## config.mk

```make
export PLATFORM = sky130hd
export DESIGN_NAME = seg7_reader_flat
export DESIGN_NICKNAME = d
export VERILOG_FILES = /design/src/rtl/seg7_reader_if.sv /design/src/rtl/seg7_reader.sv /design/src/flat_wrapper.sv
export SDC_FILE = /design/constraint.sdc
export NUM_CORES = 1
export LEC_CHECK = 0
export ABC_AREA = 1
export BUFFER_PORTS_ARGS = -buffer_cell sky130_fd_sc_hd__buf_2
export CAP_MARGIN = 25
export CORE_ASPECT_RATIO = 0.75
export CORE_UTILIZATION = 34
export DETAILED_ROUTE_END_ITERATION = 8
export SLEW_MARGIN = 15
export SYNTH_ARGS = -nofsm -noshare
export SYNTH_HDL_FRONTEND = slang
export SYNTH_SLANG_ARGS = --single-unit
```

## constraint.sdc

```tcl
create_clock -name clk -period 6.3 [get_ports clk]
set_clock_uncertainty 0.05 [all_clocks]
set_input_delay 0.315 -clock clk [delete_from_list [all_inputs] [get_ports clk]]
set_output_delay 0.315 -clock clk [all_outputs]
set_load 0.005 [all_outputs]
```

## src/rtl/seg7_reader_if.sv

```systemverilog
// Signal bundle between a scanned 7-segment display driver and its reader.
// The driver side owns seg/an/clr_err; the reader side owns the recovered state.
interface seg7_reader_if #(
   parameter int N_DIGITS = 4
);
   logic [6:0]            seg;
   logic [N_DIGITS-1:0]   an;
   logic                  clr_err;
   logic [4*N_DIGITS-1:0] digits;
   logic [N_DIGITS-1:0]   valid;
   logic [N_DIGITS-1:0]   blank;
   logic                  err;
   logic                  upd;
   logic [2:0]            upd_idx;

   modport master (
      output seg, an, clr_err,
      input  digits, valid, blank, err, upd, upd_idx
   );

   modport slave (
      input  seg, an, clr_err,
      output digits, valid, blank, err, upd, upd_idx
   );
endinterface

```

## src/rtl/seg7_reader.sv

```systemverilog
// Recovers the BCD digit shown at each position of a multiplexed 7-segment display
// by committing a (seg, an) pair only after it has been stable for STABLE_CYCLES samples.
module seg7_reader #(
   parameter int N_DIGITS      = 4,
   parameter int STABLE_CYCLES = 4
) (
   input  logic          clk,
   input  logic          resetn,
   seg7_reader_if.slave  bus
);
   localparam int RW = $clog2(STABLE_CYCLES + 1);
   localparam int PW = 7 + N_DIGITS;

   if (N_DIGITS < 1 || N_DIGITS > 8) begin : g_bad_n
      $error("seg7_reader: N_DIGITS must be in 1..8");
   end
   if (STABLE_CYCLES < 1) begin : g_bad_sc
      $error("seg7_reader: STABLE_CYCLES must be >= 1");
   end

   logic [PW-1:0]               sync1_q, sync2_q, prev_q;
   logic [RW-1:0]               run_q, run_d;
   logic                        committed_q, committed_d;
   logic [N_DIGITS-1:0][3:0]    digits_q;
   logic [N_DIGITS-1:0]         valid_q, blank_q;
   logic                        err_q, err_d;
   logic                        upd_q;
   logic [2:0]                  upd_idx_q;

   logic [6:0]                  seg_s;
   logic [N_DIGITS-1:0]         an_s;
   logic                        changed, onehot, commit;
   logic [3:0]                  n_low;
   logic [2:0]                  sel_idx;
   logic [3:0]                  dec_val;
   logic                        dec_legal, dec_blank;

   assign {seg_s, an_s} = sync2_q;

   // Run length of the current synchronized pair, saturating at STABLE_CYCLES.
   always_comb begin
      changed = (sync2_q != prev_q);
      if (changed)
         run_d = RW'(1);
      else if (run_q == RW'(STABLE_CYCLES))
         run_d = run_q;
      else
         run_d = run_q + RW'(1);
   end

   always_comb begin
      n_low   = 4'd0;
      sel_idx = 3'd0;
      for (int i = 0; i < N_DIGITS; i++) begin
         if (!an_s[i]) begin
            n_low   = n_low + 4'd1;
            sel_idx = 3'(i);
         end
      end
      onehot = (n_low == 4'd1);
   end

   // A fresh pair may commit even if the previous run already did.
   always_comb begin
      commit      = (run_d == RW'(STABLE_CYCLES)) && (changed || !committed_q) && onehot;
      committed_d = changed ? commit : (committed_q | commit);
   end

   always_comb begin
      dec_val   = 4'd0;
      dec_legal = 1'b1;
      dec_blank = 1'b0;
      unique case (seg_s)
         7'h01: dec_val = 4'd0;
         7'h4F: dec_val = 4'd1;
         7'h12: dec_val = 4'd2;
         7'h06: dec_val = 4'd3;
         7'h4C: dec_val = 4'd4;
         7'h24: dec_val = 4'd5;
         7'h20: dec_val = 4'd6;
         7'h0F: dec_val = 4'd7;
         7'h00: dec_val = 4'd8;
         7'h04: dec_val = 4'd9;
         7'h7F: begin
            dec_legal = 1'b0;
            dec_blank = 1'b1;
         end
         default: dec_legal = 1'b0;
      endcase
   end

   // Set wins over a same-cycle clear.
   always_comb begin
      err_d = err_q;
      if (commit && !dec_legal && !dec_blank)
         err_d = 1'b1;
      else if (bus.clr_err)
         err_d = 1'b0;
   end

   always_ff @(posedge clk or negedge resetn) begin
      if (!resetn) begin
         sync1_q     <= '1;
         sync2_q     <= '1;
         prev_q      <= '1;
         run_q       <= '0;
         committed_q <= 1'b0;
      end else begin
         sync1_q     <= {bus.seg, bus.an};
         sync2_q     <= sync1_q;
         prev_q      <= sync2_q;
         run_q       <= run_d;
         committed_q <= committed_d;
      end
   end

   always_ff @(posedge clk or negedge resetn) begin
      if (!resetn) begin
         digits_q  <= '0;
         valid_q   <= '0;
         blank_q   <= '0;
         err_q     <= 1'b0;
         upd_q     <= 1'b0;
         upd_idx_q <= 3'd0;
      end else begin
         err_q <= err_d;
         upd_q <= commit;
         if (commit)
            upd_idx_q <= sel_idx;
         for (int i = 0; i < N_DIGITS; i++) begin
            if (commit && sel_idx == 3'(i)) begin
               if (dec_legal)
                  digits_q[i] <= dec_val;
               valid_q[i] <= dec_legal;
               blank_q[i] <= dec_blank;
            end
         end
      end
   end

   assign bus.digits  = digits_q;
   assign bus.valid   = valid_q;
   assign bus.blank   = blank_q;
   assign bus.err     = err_q;
   assign bus.upd     = upd_q;
   assign bus.upd_idx = upd_idx_q;
endmodule

```

## src/flat_wrapper.sv

```systemverilog
// flat-port wrapper written by rule: the top's interface ports become plain ports
module seg7_reader_flat 
#(
   parameter int N_DIGITS      = 4,
   parameter int STABLE_CYCLES = 4
)
  (clk, resetn, bus_seg, bus_an, bus_clr_err, bus_digits, bus_valid, bus_blank, bus_err, bus_upd, bus_upd_idx);
  seg7_reader_if #(.N_DIGITS(N_DIGITS)) bus_i ();
  input  logic clk;
  input  logic resetn;
  input wire logic [$bits(bus_i.seg)-1:0] bus_seg;
  input wire logic [$bits(bus_i.an)-1:0] bus_an;
  input wire logic [$bits(bus_i.clr_err)-1:0] bus_clr_err;
  output wire logic [$bits(bus_i.digits)-1:0] bus_digits;
  output wire logic [$bits(bus_i.valid)-1:0] bus_valid;
  output wire logic [$bits(bus_i.blank)-1:0] bus_blank;
  output wire logic [$bits(bus_i.err)-1:0] bus_err;
  output wire logic [$bits(bus_i.upd)-1:0] bus_upd;
  output wire logic [$bits(bus_i.upd_idx)-1:0] bus_upd_idx;
  assign bus_i.seg = bus_seg;
  assign bus_i.an = bus_an;
  assign bus_i.clr_err = bus_clr_err;
  assign bus_digits = bus_i.digits;
  assign bus_valid = bus_i.valid;
  assign bus_blank = bus_i.blank;
  assign bus_err = bus_i.err;
  assign bus_upd = bus_i.upd;
  assign bus_upd_idx = bus_i.upd_idx;
  seg7_reader #(.N_DIGITS(N_DIGITS), .STABLE_CYCLES(STABLE_CYCLES)) u_core (.clk(clk), .resetn(resetn), .bus(bus_i));
endmodule
```

==> results of run 1 <==
[worst paths after layout]
kind	slack (ns)	cells after the start	to	start
hold reg to reg	0.30	0	u_core.sync2_q[0]	u_core.sync1_q[0]
setup / recovery	3.58	16	u_core.bus.digits[2]	u_core.sync2_q[0]
max in group asynchronous	5.62	2	u_core.bus.err	resetn
setup reg to reg	3.58	16	u_core.bus.digits[2]	u_core.sync2_q[0]
min in group asynchronous	0.09	2	u_core.bus.valid[3]	resetn
hold / removal	0.01	1	u_core.sync1_q[9]	bus_seg[5]
[power by group through the flow]
stage	combinational (uW)	sequential [uW]	clock, uW
CTS	47.8	446	373
finish	48.6	446	360
detailed placement	45.1	453	0
floorplan	29.8	450	0
global route	57.0	447	392
global placement	43.9	452	0
[layout make-up]
cell class / count / area, sq um
clock buffers: 14 / 195
clock inverters: 2 / 16.3
fillers: 774 / 4540
inverters: 44 / 166
multi-input cells: 201 / 997
flip-flops and latches: 65 / 1670
well taps: 105 / 131
repair buffers: 52 / 313
[critical path, stage by stage, from the launching register on]
cell      delay (ns)
dfstp_2         0.55
inv_1           0.05
ha_1            0.34
inv_1           0.07
nand2_1         0.06
nand2_1         0.10
inv_1           0.06
ha_1            0.30
nand3b_1        0.16
o21ai_1         0.08
nand3_1         0.16
nor2_4          0.19
nand2_2         0.11
nor2_2          0.13
nand2_2         0.10
nand2_1         0.08
nand2_1         0.04
[flip-flops by register name, indices dropped and copies added, names as in the netlist]
signal              flops
u_core.bus.upd_idx      2
u_core.run_q            3
u_core.bus.digits      16
u_core.bus.upd          1
u_core.prev_q          11
u_core.committed_q      1
u_core.sync1_q         11
u_core.bus.valid        4
u_core.sync2_q         11
u_core.bus.blank        4
u_core.bus.err          1
[metrics by stage]
| step | total power (uW) | hold slack (ns) |
|---|---|---|
| 5_1_grt | 897 | 0.0000698 |
| 2_1_floorplan | 480 | -0.0306 |
| 6_report | 855 | 0.0147 |
| 3_3_place_gp | 496 | 0.296 |
| 4_1_cts | 867 | 0.00116 |
| 3_5_place_dp | 498 | 0.297 |
[routing by layer]
layer | routed length [um] | vias to the layer above | track usage
met4 | 15 | 0 | 0.0575
li1 | - | 1076 | -
met3 | 314 | 2 | 0.0476
met5 | 0 | - | 0
met1 | 2610 | 990 | 0.179
met2 | 2440 | 49 | 0.219
[layout by cell type (no fill, tap or decap), types with 2 or more instances in the layout]
master / synthesis / final
buf_2: 0 / 41
clkbuf_1: 0 / 2
clkbuf_16: 0 / 2
clkbuf_8: 0 / 10
dfrtp_1: 32 / 32
dfstp_2: 33 / 33
dlygate4sd3_1: 0 / 9
ha_1: 5 / 5
inv_1: 39 / 39
inv_2: 3 / 3
nand2_1: 116 / 116
nand2_2: 3 / 3
nand3_1: 17 / 17
nand3_2: 4 / 4
nand4_1: 7 / 7
nor2_1: 14 / 14
nor2_2: 4 / 4
nor2_4: 6 / 6
nor3_1: 4 / 4
o21ai_0: 3 / 3
o21ai_1: 5 / 5
xnor2_1: 4 / 4
xor2_1: 2 / 2
[cell families after synthesis]
kind of cell / Yosys count
and+or+nand+nor: 179
AOI/OAI and AO/OA: 10
buffers and inverters: 47
DFF: 65
xor gates and xnor gates: 6
other: 1
adders and majority gates: 5
==> results.json, run 1 <==
{
  "numCtsBuffers": 9,
  "first_pass_iters": 7,
  "fin_nets": 392,
  "wl_per_cell_um": 11.1,
  "p_seq_frac": 0.522,
  "worstHoldPathType": "input pin to flop",
  "async_reset_ff_frac": 1.00,
  "post-route-min-period_ns": 2.72,
  "yosysWarnings": 0,
  "rsz0062_at_grt": "false",
  "clkTransAtPathRegs_ns": 0.07,
  "finalCritPeriodShare": 0.432,
  "fp.dieH_um": 81.5,
  "worstSetupPathType": "flop to flop",
  "grt_max_degree": 66,
  "yosys.area.top_type": "dfstp_2",
  "power_density_nw_per_um2": 245,
  "ant_nets": 0,
  "arrival_ns": 2.91,
  "swShare": 0.231,
  "globalplace.congestion": 0.830,
  "end_kind": "flop",
  "postCtsResizedCells": 0,
  "track_usage": 0.140,
  "wl_um": 5380,
  "finalCoreUtilization": 0.435,
  "syn-instance-count": 313,
  "yosys.area_share.simple": 0.289,
  "synthesis.area_sq_um": 2860,
  "drc": 0,
  "yosysMostFrequentCell": "nand2_1",
  "internal_power_uw": 658,
  "grt_pass1_vias": 1985,
  "syn_nets": 332,
  "final_area_sq_um": 3490,
  "grt_remaining_overflow": 0,
  "via_count": 2117,
  "rows": 28,
  "slew_viol_final": 0,
  "ir_drop_v": 0.000107,
  "p_leak_uw": 0.00190,
  "viasPerCell": 4.38,
  "synthToLayoutAreaGrowth_pct": 21.9,
  "synth_compound_area_frac": 0.0184,
  "start_kind": "flop",
  "dp_hpwl_um": 3880,
  "synth_mux_area_frac": 0,
  "die_w_um": 108,
  "max-cap-violations": 0,
  "coreArea_sq_um": 8020,
  "ys_seq_elements": 65,
  "grt_pass1_wl_um": 9160,
  "io_pins": 43,
  "worst_slew_pin_slew_ns": 0.778,
  "hold_buffers": 5,
  "final_hold_viol_count": 0,
  "yosys.area_share.xor_xnor": 0.0184,
  "clk_latency_ns": 0.34,
  "yosys-top-cells-area": "dfstp_2 30%, dfrtp_1 28%, nand2_1 15%",
  "drtIter0Drc": 105,
  "setup_viol": 0,
  "post-cts-setup-buffers": 0,
  "antenna_found_initial": 0,
  "clockPowerShare": 0.421,
  "n_antenna_cell": 0,
  "synthTopCellsByCount": "116 x nand2_1, 39 x inv_1, 33 x dfstp_2",
  "final_cells": 483,
  "cts_sinks": 65,
  "fmax_ghz": 0.368,
  "ys_types": 29,
  "dp.cells": 458,
  "p_comb_frac": 0.057,
  "drive_gt1_frac": 0.299,
  "cts_max_level": 3,
  "die_area_sq_um": 8790,
  "start_util": 0.357,
  "required_ns": 6.49,
  "synth_top_area_frac": 0.303,
  "pre_cts_ws_ns": 3.60,
  "dpl_cell_area_sq_um": 3190,
  "cts_root_buf": "clkbuf_8",
  "max_slew_margin": 0.481,
  "synth_top_family_by_area": "simple AND/OR/NAND/NOR gates",
  "fin_ws_ns": 3.58,
  "status": "finished, final reports clean",
  "cts_tree": "built",
  "yosysSeqAreaShare": 0.583,
  "path_max_fanout": 5,
  "p_switching_uw": 197,
  "clockBufferDepth": 2,
  "synth_edf_count": 0,
  "syn_area_per_cell_sq_um": 9.14,
  "port_buffers": 41,
  "synthAdderAreaFrac": 0.0219,
  "synthFlopType": "dfstp_2",
  "tns_ns": 0
}
Note: power is estimated with default switching activity, not from simulation.
==> run 2: changes to the inputs <==
- clock period: 6.3 -> 2.3 ns (I/O delays scaled with it)
==> run 2 against run 1 <==
Compared with the run above:
- the flow now finishes with violations (negative setup slack)
- combinational power increased to 4.1 times the previous value
- fmax increased by 7.5%
- critical path depth increased by 1
- non-clock buffer count increased by 25
- highest routed layer unchanged
- sequential power increased to 2.7 times the previous value
- count of clock-buffer cells in the layout unchanged
- die area unchanged
- via count increased by 6.6%
- total power increased to 2.9 times the previous value
- clock power increased to 2.9 times the previous value
==> results.json, run 2 (synthesis gave the netlist of run 1 again) <==
{
  "mostFrequentLayoutCells": "98 x nand2_1, 41 x buf_2, 33 x dfstp_2",
  "clockBufferDepth": 2,
  "cp_num_buf_inv": 5,
  "final_cells": 508,
  "dp_hpwl_um": 4250,
  "largest_reg_flops": 16,
  "rows": 28,
  "grt_pass1_vias": 2204,
  "max-cap-violations": 0,
  "critical_path.slowest_cell": "dfstp_2",
  "cts_tree": "built",
  "power_density_nw_per_um2": 635,
  "worstHoldPathType": "input pin to asynchronous set/reset pin",
  "drive_gt1_frac": 0.429,
  "dpl_cell_area_sq_um": 3300,
  "clk_latency_ns": 0.34,
  "via_count": 2257,
  "dp.cells": 470,
  "path_cells": "inv_2 > ha_4 > inv_2 > nand2_2 > nand2_2 > buf_6 > buf_4 > buf_4 > nand2_2 > nor2_2 > nor2_2 > nor2_2 > nand3_2 > nor2_4 > nand4_1 > nand2_1 > nand2_1",
  "coreArea_sq_um": 8020,
  "internal_power_uw": 1890,
  "setup_viol": 28,
  "first_pass_iters": 4,
  "start_kind": "flop",
  "swShare": 0.228,
  "fill_cells": 753,
  "antenna_found_initial": 0,
  "fin_nets": 417,
  "io_pins": 43,
  "worstSetupPathType": "flop to flop",
  "cpPeakStageDelay_ns": 0.54,
  "die_w_um": 108,
  "p_comb_frac": 0.080,
  "p_seq_frac": 0.497,
  "synthToLayoutAreaGrowth_pct": 35.1,
  "cts_root_buf": "clkbuf_8",
  "port_buffers": 41,
  "n_antenna_cell": 0,
  "path_max_fanout": 4,
  "multi_input_area_sq_um": 1140,
  "violations": "negative setup slack",
  "globalplace.congestion": 0.856,
  "drc": 0,
  "post-route-min-period_ns": 2.53,
  "status": "finished, violations left",
  "die_area_sq_um": 8790,
  "fmax_ghz": 0.395,
  "arrival_ns": 2.70,
  "p_leak_uw": 0.00207,
  "fin_ws_ns": -0.231,
  "slew_viol_final": 0,
  "track_usage": 0.151,
  "fp.dieH_um": 81.5,
  "grt_remaining_overflow": 0,
  "cts_max_level": 3,
  "rsz0062_at_grt": "true",
  "finalCoreUtilization": 0.482,
  "wl_per_cell_um": 11.9,
  "grt_max_degree": 34,
  "hold_ws_ns": 0.295,
  "p_switching_uw": 560,
  "final_area_sq_um": 3870,
  "clkTransAtPathRegs_ns": 0.07,
  "layout_commonest_cell": "nand2_1",
  "finalCritPeriodShare": 1.10,
  "crit_family": "simple AND/OR/NAND/NOR gates",
  "seq_area_sq_um": 1670,
  "clockPowerShare": 0.423,
  "grt_pass1_wl_um": 9980,
  "wl_um": 6050,
  "ir_drop_v": 0.000315,
  "required_ns": 2.47,
  "ant_nets": 0,
  "final_hold_viol_count": 0,
  "cts_sinks": 65,
  "end_kind": "flop",
  "drtIter0Drc": 128,
  "viasPerCell": 4.44,
  "numCtsBuffers": 9,
  "start_util": 0.357,
  "tns_ns": -3.49
}
## run 2: changes by cell type in the layout (fill, tap and decap cells not counted), sizes merged
| cell | previous run | this run |
|---|---|---|
| buf | 42 | 64 |
| dlygate4sd3 | 9 | 13 |
| clkdlybuf4s18 | 1 | 0 |
| clkinvlp | 1 | 0 |
| inv | 42 | 43 |
## run 2: worst min-delay path, stage by stage
cell	delay (ns)
dlygate4sd3_1	0.52
buf_2	0.11
buf_4	0.36
## run 2: area by class of cell
cell class / count / share of cell area
clock buffers: 14 / 0.0557
repair buffers: 77 / 0.136
flip-flops and latches: 65 / 0.431
clock inverters: 2 / 0.00356
inverters: 44 / 0.0430
well taps: 105 / 0.0340
multi-input cells: 201 / 0.296
## run 2: power by group through the flow
| stage | sequential [uW] | combinational (uW) | clock [uW] |
|---|---|---|---|
| final | 1220 | 197 | 1040 |
| after floorplan | 1230 | 88.3 | 0 |
| after detailed placement | 1240 | 148 | 0 |
| after global placement | 1240 | 143 | 0 |
| after global routing | 1220 | 219 | 1110 |
| after CTS | 1220 | 183 | 1080 |
## run 2: final timing paths
kind / from / to / slack [ns] / depth (start not counted)
worst max-delay path: u_core.sync2_q[1] / u_core.bus.digits[11] / -0.23 / 17
worst min-delay path: resetn / u_core.bus.valid[3] / 0.29 / 3
worst max register to register: u_core.sync2_q[1] / u_core.bus.digits[11] / -0.23 / 17
worst min register to register: u_core.sync1_q[8] / u_core.sync2_q[8] / 0.30 / 0
max in group asynchronous: resetn / u_core.sync1_q[4] / 1.59 / 3
min in group clk: u_core.sync1_q[8] / u_core.sync2_q[8] / 0.30 / 0
## run 2: routing by layer
| metal | GRT usage | wire (um) | up-vias |
|---|---|---|---|
| met5 | 0 | 0 | - |
| li1 | - | - | 1130 |
| met4 | 0.0521 | 68 | 0 |
| met1 | 0.187 | 2830 | 1063 |
| met3 | 0.0492 | 267 | 8 |
| met2 | 0.249 | 2890 | 56 |
## run 2: timing repair
action / CTS / global route
setup endpoints to repair: 27 / 29
endpoints found under the hold margin: 44 / 0
pin swaps: 13 / 21
gates resized for setup: 8 / 33
hold buffers: 13 / 0
buffers inserted: 8 / 3
## run 2: metrics by stage
step	power, uW	setup slack (ns)
2_1_floorplan	1320	-0.0568
3_3_place_gp	1380	-0.104
3_5_place_dp	1390	-0.157
4_1_cts	2480	-0.141
5_1_grt	2560	-0.401
6_report	2450	-0.231
==> run 3: changes to the inputs <==
--- a/constraint.sdc
+++ b/constraint.sdc
@@ -4,2 +4,2 @@
 set_output_delay 0.115 -clock clk [all_outputs]
-set_load 0.005 [all_outputs]
+set_load 0.05 [all_outputs]
==> run 3 against run 2 <==
Compared with the run above:
- the flow still finishes with violations (negative setup slack)
- non-clock buffer count fell by 1
- combinational power shrank 3%
- final cell count decreased by 0.20%
- setup slack better by 0.057 ns
- utilization fell by 1.1 points
- via count down 0.58%
- wire length is essentially flat
- cell area down 2.3%
- sequential cell count did not move
- largest cell class unchanged
==> results.json, run 3 (synthesis gave the netlist of run 1 again) <==
{
  "status": "finished, violations left",
  "violations": "negative setup slack",
  "clk_latency_ns": 0.35,
  "first_pass_iters": 4,
  "arrival_ns": 2.72,
  "fin_ws_ns": -0.174,
  "rsz0062_at_grt": "true",
  "numCtsBuffers": 9,
  "grt_pass1_wl_um": 9920,
  "clockBufferDepth": 2,
  "antenna_found_initial": 0,
  "start_kind": "flop",
  "globalplace.congestion": 0.872,
  "hold_ws_ns": 0.211,
  "finalPower_uw": 2410,
  "mostFrequentLayoutCells": "109 x nand2_1, 41 x buf_2, 33 x dfstp_2",
  "largest_reg_flops": 16,
  "wl_um": 6050,
  "worstHoldPathType": "input pin to asynchronous set/reset pin",
  "p_leak_uw": 0.00203,
  "fill_cells": 761,
  "path_max_fanout": 4,
  "io_pins": 43,
  "power_density_nw_per_um2": 637,
  "fp.dieH_um": 81.5,
  "reg2reg_depth": 16,
  "start_util": 0.357,
  "worstSetupPathType": "flop to flop",
  "worstReg2RegStart": "u_core.sync2_q[0]",
  "die_area_sq_um": 8790,
  "n_antenna_cell": 0,
  "final_area_sq_um": 3780,
  "required_ns": 2.54,
  "drc": 0,
  "r2r_setup_slack_ns": -0.17,
  "post-route-min-period_ns": 2.47,
  "final_hold_viol_count": 0,
  "dpl_cell_area_sq_um": 3310,
  "synthToLayoutAreaGrowth_pct": 32.0,
  "layout_commonest_cell": "nand2_1",
  "port_buffers": 41,
  "dp_hpwl_um": 4210,
  "worstReg2RegEnd": "u_core.bus.upd_idx[0]",
  "viasPerCell": 4.43,
  "track_usage": 0.152,
  "end_kind": "flop",
  "cts_tree": "built",
  "via_count": 2244,
  "wl_per_cell_um": 11.9,
  "die_w_um": 108,
  "drive_gt1_frac": 0.383,
  "grt_remaining_overflow": 0,
  "cpPeakStageDelay_ns": 0.54,
  "path_cells": "inv_2 > ha_4 > inv_2 > nand2_2 > nand2_2 > inv_2 > ha_4 > nand3b_1 > o21ai_2 > nand3_2 > nor2_4 > nand3_4 > buf_4 > buf_6 > buf_4 > nand2_2",
  "ant_nets": 0,
  "cts_max_level": 3,
  "coreArea_sq_um": 8020,
  "finalCritPeriodShare": 1.08,
  "fin_nets": 416,
  "clkTransAtPathRegs_ns": 0.07,
  "grt_pass1_vias": 2186,
  "critical_path.slowest_cell": "dfstp_2",
  "rows": 28,
  "drtIter0Drc": 65,
  "max-cap-violations": 0,
  "cts_root_buf": "clkbuf_8",
  "fmax_ghz": 0.404,
  "slew_viol_final": 0,
  "cts_sinks": 65,
  "ir_drop_v": 0.000282,
  "setup_viol": 27,
  "grt_max_degree": 33
}
-- run 3: how the worst max path moves through the flow --
stage	startpoint	endpoint	cells past startpoint
finish	u_core.sync2_q[0]	u_core.bus.upd_idx[0]	16
global route	u_core.sync2_q[0]	u_core.bus.valid[1]	16
CTS	u_core.sync2_q[0]	u_core.bus.blank[2]	16
detailed placement	u_core.sync2_q[1]	u_core.bus.blank[2]	16
global placement	u_core.sync2_q[1]	u_core.bus.blank[2]	16
floorplan	u_core.sync2_q[1]	u_core.bus.blank[2]	16
-- run 3: critical path: cells and delay by family, from the launching register on --
| kind | cells | cell delay, ns |
|---|---|---|
| flip-flops | 1 | 0.54 |
| AND/OR/NAND/NOR | 7 | 0.77 |
| AO/OA/AOI/OAI | 1 | 0.07 |
| buffers and inverters | 6 | 0.52 |
| adder cells (fa/ha/maj) | 2 | 0.47 |
-- run 3: through the flow --
step / setup WS (ns) / TNS, ns / util / instances
floorplan: -0.0691 / -0.389 / - / 313
global placement: -0.150 / -2.18 / 0.413 / 470
detailed placement: -0.195 / -3.06 / 0.413 / 470
CTS: -0.122 / -2.08 / 0.465 / 505
global route: -0.306 / -6.50 / 0.471 / 507
finish: -0.174 / -2.86 / 0.471 / 507
-- run 3: routing by layer --
| metal | up-vias | track usage | wire length, um |
|---|---|---|---|
| li1 | 1135 | - | - |
| met1 | 1051 | 0.188 | 2790 |
| met2 | 51 | 0.245 | 2900 |
| met3 | 7 | 0.0508 | 291 |
| met4 | 0 | 0.0671 | 69 |
| met5 | - | 0 | 0 |
-- run 3: area by class of cell --
class / instances / area, sq um / share of cell area
multi-input combinational: 201 / 1080 / 0.286
timing repair buffer: 76 / 520 / 0.138
clock buffer: 13 / 191 / 0.0507
clock inverter: 3 / 18.8 / 0.00497
tap: 105 / 131 / 0.0348
inverter: 44 / 166 / 0.0441
sequential: 65 / 1670 / 0.442
-- run 3: power breakdown --
part,switching (uW),internal (uW)
Clock,443,551
Combinational,109,82.6
Sequential,24.5,1200
Total,576,1830
-- run 3: timing repair --
action / in CTS / in global routing
resized for setup: 6 / 11
endpoints found under the hold margin: 13 / 0
endpoints found under the setup margin: 27 / 29
setup buffers: 6 / 2
pin swaps: 3 / 9
hold buffers: 13 / 0
